<file path="src/rtl/router_pkg.sv">
// Shared definitions for the router register stage: check-mode constants and
// header field helpers.
package router_pkg;

  localparam int CHK_XOR = 0;
  localparam int CHK_SUM = 1;

  // Header layout is {length, address}; the address occupies the low addr_w bits.
  function automatic logic [31:0] addr_of(input logic [31:0] hdr, input int addr_w);
    return hdr & ((32'd1 << addr_w) - 32'd1);
  endfunction

  function automatic logic [31:0] len_of(input logic [31:0] hdr, input int addr_w);
    return hdr >> addr_w;
  endfunction

endpackage

</file>
<file path="src/rtl/router_hold_fifo.sv">
// Small order-preserving hold buffer that absorbs bytes while the target
// output FIFO is full.
module router_hold_fifo #(
  parameter  int DATA_W = 8,
  parameter  int DEPTH  = 2,
  localparam int CNT_W  = $clog2(DEPTH) + 1,
  localparam int PTR_W  = (DEPTH > 1) ? $clog2(DEPTH) : 1
) (
  input  logic              clock,
  input  logic              resetn,
  input  logic              push,
  input  logic              pop,
  input  logic              flush,
  input  logic [DATA_W-1:0] wr_data,
  output logic [DATA_W-1:0] rd_data,
  output logic              empty,
  output logic              full,
  output logic [CNT_W-1:0]  count
);

  logic [DATA_W-1:0] mem_q [DEPTH];
  logic [PTR_W-1:0]  wr_ptr_q, wr_ptr_d;
  logic [PTR_W-1:0]  rd_ptr_q, rd_ptr_d;
  logic [CNT_W-1:0]  count_q, count_d;
  logic              do_push, do_pop;

  function automatic logic [PTR_W-1:0] ptr_inc(input logic [PTR_W-1:0] p);
    return (p == PTR_W'(DEPTH - 1)) ? '0 : p + PTR_W'(1);
  endfunction

  assign empty   = (count_q == '0);
  assign full    = (count_q == CNT_W'(DEPTH));
  assign count   = count_q;
  assign rd_data = mem_q[rd_ptr_q];

  // A push into a full buffer is silently ignored; the caller flags overflow.
  assign do_push = push & ~full & ~flush;
  assign do_pop  = pop & ~empty & ~flush;

  always_comb begin
    wr_ptr_d = wr_ptr_q;
    rd_ptr_d = rd_ptr_q;
    count_d  = count_q;
    if (flush) begin
      wr_ptr_d = '0;
      rd_ptr_d = '0;
      count_d  = '0;
    end else begin
      if (do_push) wr_ptr_d = ptr_inc(wr_ptr_q);
      if (do_pop)  rd_ptr_d = ptr_inc(rd_ptr_q);
      count_d = count_q + CNT_W'(do_push) - CNT_W'(do_pop);
    end
  end

  always_ff @(posedge clock or negedge resetn) begin
    if (!resetn) begin
      wr_ptr_q <= '0;
      rd_ptr_q <= '0;
      count_q  <= '0;
    end else begin
      wr_ptr_q <= wr_ptr_d;
      rd_ptr_q <= rd_ptr_d;
      count_q  <= count_d;
    end
  end

  always_ff @(posedge clock) begin
    if (do_push) mem_q[wr_ptr_q] <= wr_data;
  end

endmodule

</file>
<file path="src/rtl/router_register_p.sv">
// Router input-side register stage: latches the header, forwards bytes to the
// output FIFO write bus, buffers bytes while the FIFO is full and checks packets.
module router_register_p
  import router_pkg::*;
#(
  parameter  int DATA_W     = 8,
  parameter  int ADDR_W     = 2,
  parameter  int NUM_PORTS  = 3,
  parameter  int HOLD_DEPTH = 2,
  parameter  int CHK_MODE   = 0,
  localparam int HC_W       = $clog2(HOLD_DEPTH) + 1
) (
  input  logic              clock,
  input  logic              resetn,
  input  logic              pkt_valid,
  input  logic [DATA_W-1:0] data_in,
  input  logic              fifo_full,
  input  logic              detect_add,
  input  logic              lfd_state,
  input  logic              ld_state,
  input  logic              laf_state,
  input  logic              full_state,
  input  logic              rst_int_reg,
  output logic [DATA_W-1:0] dout,
  output logic              dout_valid,
  output logic              low_pkt_valid,
  output logic              parity_done,
  output logic              err,
  output logic              len_err,
  output logic              ovf_err,
  output logic              addr_invalid,
  output logic              hold_empty,
  output logic [HC_W-1:0]   hold_count
);

  // One extra bit so an over-long packet still differs from the widest length field.
  localparam int CNT_W = DATA_W - ADDR_W + 1;

  logic [DATA_W-1:0] header_q, header_d;
  logic [DATA_W-1:0] acc_q, acc_d;
  logic [DATA_W-1:0] chk_byte_q, chk_byte_d;
  logic [CNT_W-1:0]  payload_cnt_q, payload_cnt_d;
  logic [DATA_W-1:0] dout_q, dout_d;
  logic              dout_valid_q, dout_valid_d;
  logic              low_pkt_valid_q, low_pkt_valid_d;
  logic              parity_done_q, parity_done_d;
  logic              eval_q, eval_d;
  logic              err_q, err_d;
  logic              len_err_q, len_err_d;
  logic              ovf_err_q, ovf_err_d;
  logic              addr_invalid_q, addr_invalid_d;
  logic              chk_in_hold_q, chk_in_hold_d;

  logic              hold_push, hold_pop, hold_flush;
  logic              hold_full, hold_empty_w;
  logic [DATA_W-1:0] hold_rd;
  logic [HC_W-1:0]   hold_count_w;
  logic              addr_ok;

  router_hold_fifo #(
    .DATA_W (DATA_W),
    .DEPTH  (HOLD_DEPTH)
  ) u_hold (
    .clock   (clock),
    .resetn  (resetn),
    .push    (hold_push),
    .pop     (hold_pop),
    .flush   (hold_flush),
    .wr_data (data_in),
    .rd_data (hold_rd),
    .empty   (hold_empty_w),
    .full    (hold_full),
    .count   (hold_count_w)
  );

  assign addr_ok = (addr_of(32'(data_in), ADDR_W) < 32'(NUM_PORTS));

  always_comb begin
    header_d        = header_q;
    acc_d           = acc_q;
    chk_byte_d      = chk_byte_q;
    payload_cnt_d   = payload_cnt_q;
    dout_d          = dout_q;
    dout_valid_d    = 1'b0;
    low_pkt_valid_d = low_pkt_valid_q;
    parity_done_d   = parity_done_q;
    eval_d          = 1'b0;
    err_d           = err_q;
    len_err_d       = len_err_q;
    ovf_err_d       = ovf_err_q;
    addr_invalid_d  = 1'b0;
    chk_in_hold_d   = chk_in_hold_q;
    hold_push       = 1'b0;
    hold_pop        = 1'b0;
    hold_flush      = 1'b0;

    // Checks run one cycle after parity_done rises, once acc and chk_byte are final.
    if (eval_q) begin
      err_d     = (acc_q != chk_byte_q);
      len_err_d = (32'(payload_cnt_q) != len_of(32'(header_q), ADDR_W));
    end

    if (detect_add) begin
      if (pkt_valid) begin
        if (addr_ok) begin
          header_d        = data_in;
          acc_d           = data_in;
          payload_cnt_d   = '0;
          err_d           = 1'b0;
          len_err_d       = 1'b0;
          ovf_err_d       = 1'b0;
          parity_done_d   = 1'b0;
          low_pkt_valid_d = 1'b0;
          chk_in_hold_d   = 1'b0;
          hold_flush      = 1'b1;
        end else begin
          addr_invalid_d = 1'b1;
        end
      end
    end else if (lfd_state) begin
      dout_d       = header_q;
      dout_valid_d = 1'b1;
    end else if (ld_state) begin
      if (!fifo_full && hold_empty_w) begin
        dout_d       = data_in;
        dout_valid_d = 1'b1;
        if (!pkt_valid) begin
          parity_done_d = 1'b1;
          eval_d        = ~parity_done_q;
        end
      end else begin
        hold_push = 1'b1;
        if (hold_full) ovf_err_d = 1'b1;
        else if (!pkt_valid) chk_in_hold_d = 1'b1;
      end
      if (pkt_valid) begin
        acc_d = (CHK_MODE == CHK_SUM) ? acc_q + data_in : acc_q ^ data_in;
        if (payload_cnt_q != '1) payload_cnt_d = payload_cnt_q + CNT_W'(1);
      end else begin
        chk_byte_d      = data_in;
        low_pkt_valid_d = 1'b1;
      end
    end else if (laf_state) begin
      if (!fifo_full && !hold_empty_w) begin
        hold_pop     = 1'b1;
        dout_d       = hold_rd;
        dout_valid_d = 1'b1;
        // The check byte is always the newest entry, so it leaves last.
        if (chk_in_hold_q && hold_count_w == HC_W'(1)) begin
          parity_done_d = 1'b1;
          eval_d        = ~parity_done_q;
          chk_in_hold_d = 1'b0;
        end
      end
    end

    if (rst_int_reg) low_pkt_valid_d = 1'b0;
  end

  always_ff @(posedge clock or negedge resetn) begin
    if (!resetn) begin
      header_q        <= '0;
      acc_q           <= '0;
      chk_byte_q      <= '0;
      payload_cnt_q   <= '0;
      dout_q          <= '0;
      dout_valid_q    <= 1'b0;
      low_pkt_valid_q <= 1'b0;
      parity_done_q   <= 1'b0;
      eval_q          <= 1'b0;
      err_q           <= 1'b0;
      len_err_q       <= 1'b0;
      ovf_err_q       <= 1'b0;
      addr_invalid_q  <= 1'b0;
      chk_in_hold_q   <= 1'b0;
    end else begin
      header_q        <= header_d;
      acc_q           <= acc_d;
      chk_byte_q      <= chk_byte_d;
      payload_cnt_q   <= payload_cnt_d;
      dout_q          <= dout_d;
      dout_valid_q    <= dout_valid_d;
      low_pkt_valid_q <= low_pkt_valid_d;
      parity_done_q   <= parity_done_d;
      eval_q          <= eval_d;
      err_q           <= err_d;
      len_err_q       <= len_err_d;
      ovf_err_q       <= ovf_err_d;
      addr_invalid_q  <= addr_invalid_d;
      chk_in_hold_q   <= chk_in_hold_d;
    end
  end

  // full_state is a pure hold condition: every register keeps its value.
  logic unused_full_state;
  assign unused_full_state = full_state;

  assign dout          = dout_q;
  assign dout_valid    = dout_valid_q;
  assign low_pkt_valid = low_pkt_valid_q;
  assign parity_done   = parity_done_q;
  assign err           = err_q;
  assign len_err       = len_err_q;
  assign ovf_err       = ovf_err_q;
  assign addr_invalid  = addr_invalid_q;
  assign hold_empty    = hold_empty_w;
  assign hold_count    = hold_count_w;

endmodule

</file>
<file path="config.mk">
export PLATFORM = sky130hd
export DESIGN_NAME = router_register_p
export DESIGN_NICKNAME = d
export VERILOG_FILES = /design/src/rtl/router_pkg.sv /design/src/rtl/router_hold_fifo.sv /design/src/rtl/router_register_p.sv
export SDC_FILE = /design/constraint.sdc
export NUM_CORES = 1
export LEC_CHECK = 0
export ABC_AREA = 1
export BUFFER_PORTS_ARGS = -buffer_cell sky130_fd_sc_hd__buf_2
export CELL_PAD_IN_SITES_DETAIL_PLACEMENT = 1
export CELL_PAD_IN_SITES_GLOBAL_PLACEMENT = 1
export CORE_AREA = 5 5 102 104
export CTS_CLUSTER_SIZE = 8
export DETAILED_ROUTE_END_ITERATION = 10
export DIE_AREA = 0 0 107 109
export PLACE_DENSITY_LB_ADDON = 0.1
export SKIP_LAST_GASP = 1
export SLEW_MARGIN = 20
export SYNTH_ARGS = -nofsm -noshare
export SYNTH_HDL_FRONTEND = slang
export SYNTH_SLANG_ARGS = --single-unit
</file>
<file path="constraint.sdc">
create_clock -name clock -period 1.75 [get_ports clock]
set_clock_uncertainty 0.15 [all_clocks]
set_input_delay 0.2625 -clock clock [delete_from_list [all_inputs] [get_ports clock]]
set_output_delay 0.2625 -clock clock [all_outputs]
set_load 0.005 [all_outputs]
</file>
==> qor.csv <==
stage,metric,value,unit
power,power,4.61,mW
setup_path,crit_path_max_fanout,8,
setup_path,cp.buffers_inverters,3,
place,hpwl,6950,um
route,drc,0,
grt,overflow,0,
power,vdd_drop_max,0.475,mV
floorplanning,initial_core_util,37.3,%
grt,grt_pass1_wl,15600,um
power,netSwitchingFraction,33.5,%
setup_path,criticalPathCategory,reg2reg,
synthesis,syn_nets,476,
setup_path,critPathArrivalTime,1680,ps
setup_path,start_kind,flip-flop,
setup_path,slowest_stage,dfrtp_1,
timing,finalCritPeriodShare,101,%
route,totalWireLength,9490,um
cts,clkTransAtPathRegs,90,ps
synthesis,synth.area.top_cells,"dfrtp_1 (37%), nand2_1 (14%), edfxtp_1 (14%)",
timing,tightest_slew,314,ps
synthesis,netlist_area,3530,um2
cts,clockBufferDepth,2,
run_status,violations,setup timing,
synthesis,ys_ff_latch,68,
power,p_per_area,1040,nW/um2
route,vias,3100,
cells_and_area,final_cell_mix,"nand2_1 (132), inv_1 (63), dfrtp_1 (52)",
place,routabilityCongestion,0.817,
route,drt_pass1_iterations,4,
timing,holdWs,17.1,ps
synthesis,syn_area_per_cell,7.75,um2
floorplanning,fp.dieArea,11700,um2
hold_path,hp-class,in2reg,
cts,clockRootBuffer,clkbuf_8,
cells_and_area,nets,551,
setup_path,end_kind,flip-flop,
cells_and_area,syn2layout_area_growth,25.3,%
setup_path,path_cells,buf_6 > clkinvlp_4 > a21oi_4 > nand3_4 > nor2_1 > buf_4,
synthesis,yosysSeqAreaShare,50.5,%
power,clock_power_share,29.5,%
power,power.leakage,2.24,nW
run_status,status,"complete, but fails checks",
cells_and_area,n_antenna_cell,0,
floorplanning,placementRows,36,
floorplanning,die-width,107,um
cts,tritoncts,built,
route,drt_iter0_markers,71,
cts,cts_sinks,68,
job,drv.max_cap_violation_count,0,
synthesis,synthCells,455,
floorplanning,io_pins,36,
cts,cts_max_level,3,
cells_and_area,layout_commonest_cell,nand2_1,
grt,grt_max_degree,53,
grt,grt_pass1_vias,3231,
power,seqPwrFrac,43.9,%
grt,track_usage,17.1,%
timing,rsz0062_at_grt,yes,
route,wl_per_cell,14.6,um
route,drt-vias-per-instance,4.78,
setup_path,cp_data_required_time,1650,ps
power,p_int,3.07,mW
grt,antenna_found_initial,0,
timing,max_freq,564,MHz
synthesis,synth.yosys.warnings,0,
cells_and_area,drive_gt1_share,21.1,%
synthesis,yosysTopAreaCellShare,36.9,%
timing,finalSetupViolations,8,
floorplanning,fp.dieH,109,um
setup_path,cpLargestDelayFamily,buffers and inverters,
place,pre_cts_slack,-44.9,ps
synthesis,synth_cell_types,30,
cts,clock_latency,350,ps
timing,max_slew_margin,79.0,%
floorplanning,core_area,9460,um2
synthesis,yosysTopAreaCell,dfrtp_1,
timing,finalHoldViolations,0,
power,p_comb_share,26.6,%
timing,setup_ws,-22.8,ps
power,power_switching,1.54,mW
route,postRouteAntennaNets,0,
setup_path,slowest_delay,420,ps
place,port_buffers,34,
timing,drv_slew,0,
cts,cts_buffers,9,
timing,layout_min_cycle_time,1770,ps
## path summary, 6_finish.rpt
| path | start | to | slack (ps) | cells past startpoint |
|---|---|---|---|---|
| max | u_hold.count[0] | u_hold.mem_q[1][0] | -20 | 6 |
| min | data_in[7] | u_hold.mem_q[1][7] | 20 | 1 |
| max reg2reg | u_hold.count[0] | u_hold.mem_q[1][0] | -20 | 6 |
| min reg2reg | parity_done | eval_q | 310 | 1 |
| max in group asynchronous | resetn | acc_q[2] | 870 | 3 |
| min in group asynchronous | resetn | header_q[5] | 300 | 3 |
## cells in the mapped netlist (all sizes together)
cell type,count
inv,67
or2,1
buf,7
o21bai,1
and2,1
a21oi,11
nor3,1
nand3,28
o221ai,7
nor2,58
nand4,1
xor2,4
o21ai,50
ha,3
clkbuf,3
clkinv,1
edfxtp,16
nand2,139
xnor2,4
dfrtp,52
## cell type report
type	instances	area, um2
clock inverters	7	81.3
inverters	68	259
multi-input cells	309	1510
clock buffers	9	124
repair buffers	74	518
well taps	114	143
flip-flops and latches	68	1780
fillers	1201	5040
## power groups by stage
| stage | combinational, mW | clock (mW) | sequential (mW) |
|---|---|---|---|
| detailed placement | 1.07 | 0 | 2.05 |
| floorplan | 0.624 | 0 | 2.04 |
| global route | 1.40 | 1.49 | 2.06 |
| finish | 1.23 | 1.36 | 2.02 |
| global placement | 1.04 | 0 | 2.04 |
| CTS | 1.10 | 1.41 | 2.02 |
## kinds of logic after synthesis
family,after synthesis,share of synthesized area [%]
compound gates,69,10.9
xor+xnor,8,1.99
fa+ha+maj,3,1.06
buf+inv,78,9.01
flops,68,50.5
simple gates,229,26.5
## per-layer routing
| metal | global-route usage (%) | vias up | wire (um) |
|---|---|---|---|
| met5 | 0 | - | 0 |
| met4 | 5.21 | 0 | 112 |
| met3 | 2.37 | 9 | 166 |
| met2 | 29.9 | 24 | 4640 |
| met1 | 22.1 | 1486 | 4560 |
| li1 | - | 1581 | - |
## stage by stage
stage	TNS [ps]	cells	util [%]	area (um2)
final	-153	649	46.7	4420
after global routing	-1150	649	46.7	4420
after CTS	0	643	45.3	4280
after detailed placement	-70.3	620	42.4	4010
after global placement	0	620	42.4	4010
after floorplan	0	455	-	3530
## sequential cells by signal (all words and copies together), names as in the netlist, 2 cells and up
register	count
payload_cnt_q	7
u_hold.count	2
chk_byte_q	8
header_q	8
u_hold.mem_q	16
acc_q	8
dout	8
## repair_timing
item / 4_1_cts / 5_1_grt
hold endpoints to repair: 60 / 0
buffers inserted: 1 / 6
hold buffers: 6 / 0
endpoints found under the setup margin: 2 / 22
resized for setup: 2 / 21
pin swaps: 1 / 7
## worst reg2reg max path, cell delays in order, from the launching register on
cell,delay (ps)
dfrtp_1,420
buf_6,130
clkinvlp_4,150
a21oi_4,230
nand3_4,110
nor2_1,110
buf_4,180
Power figures use the tool's default switching activity.
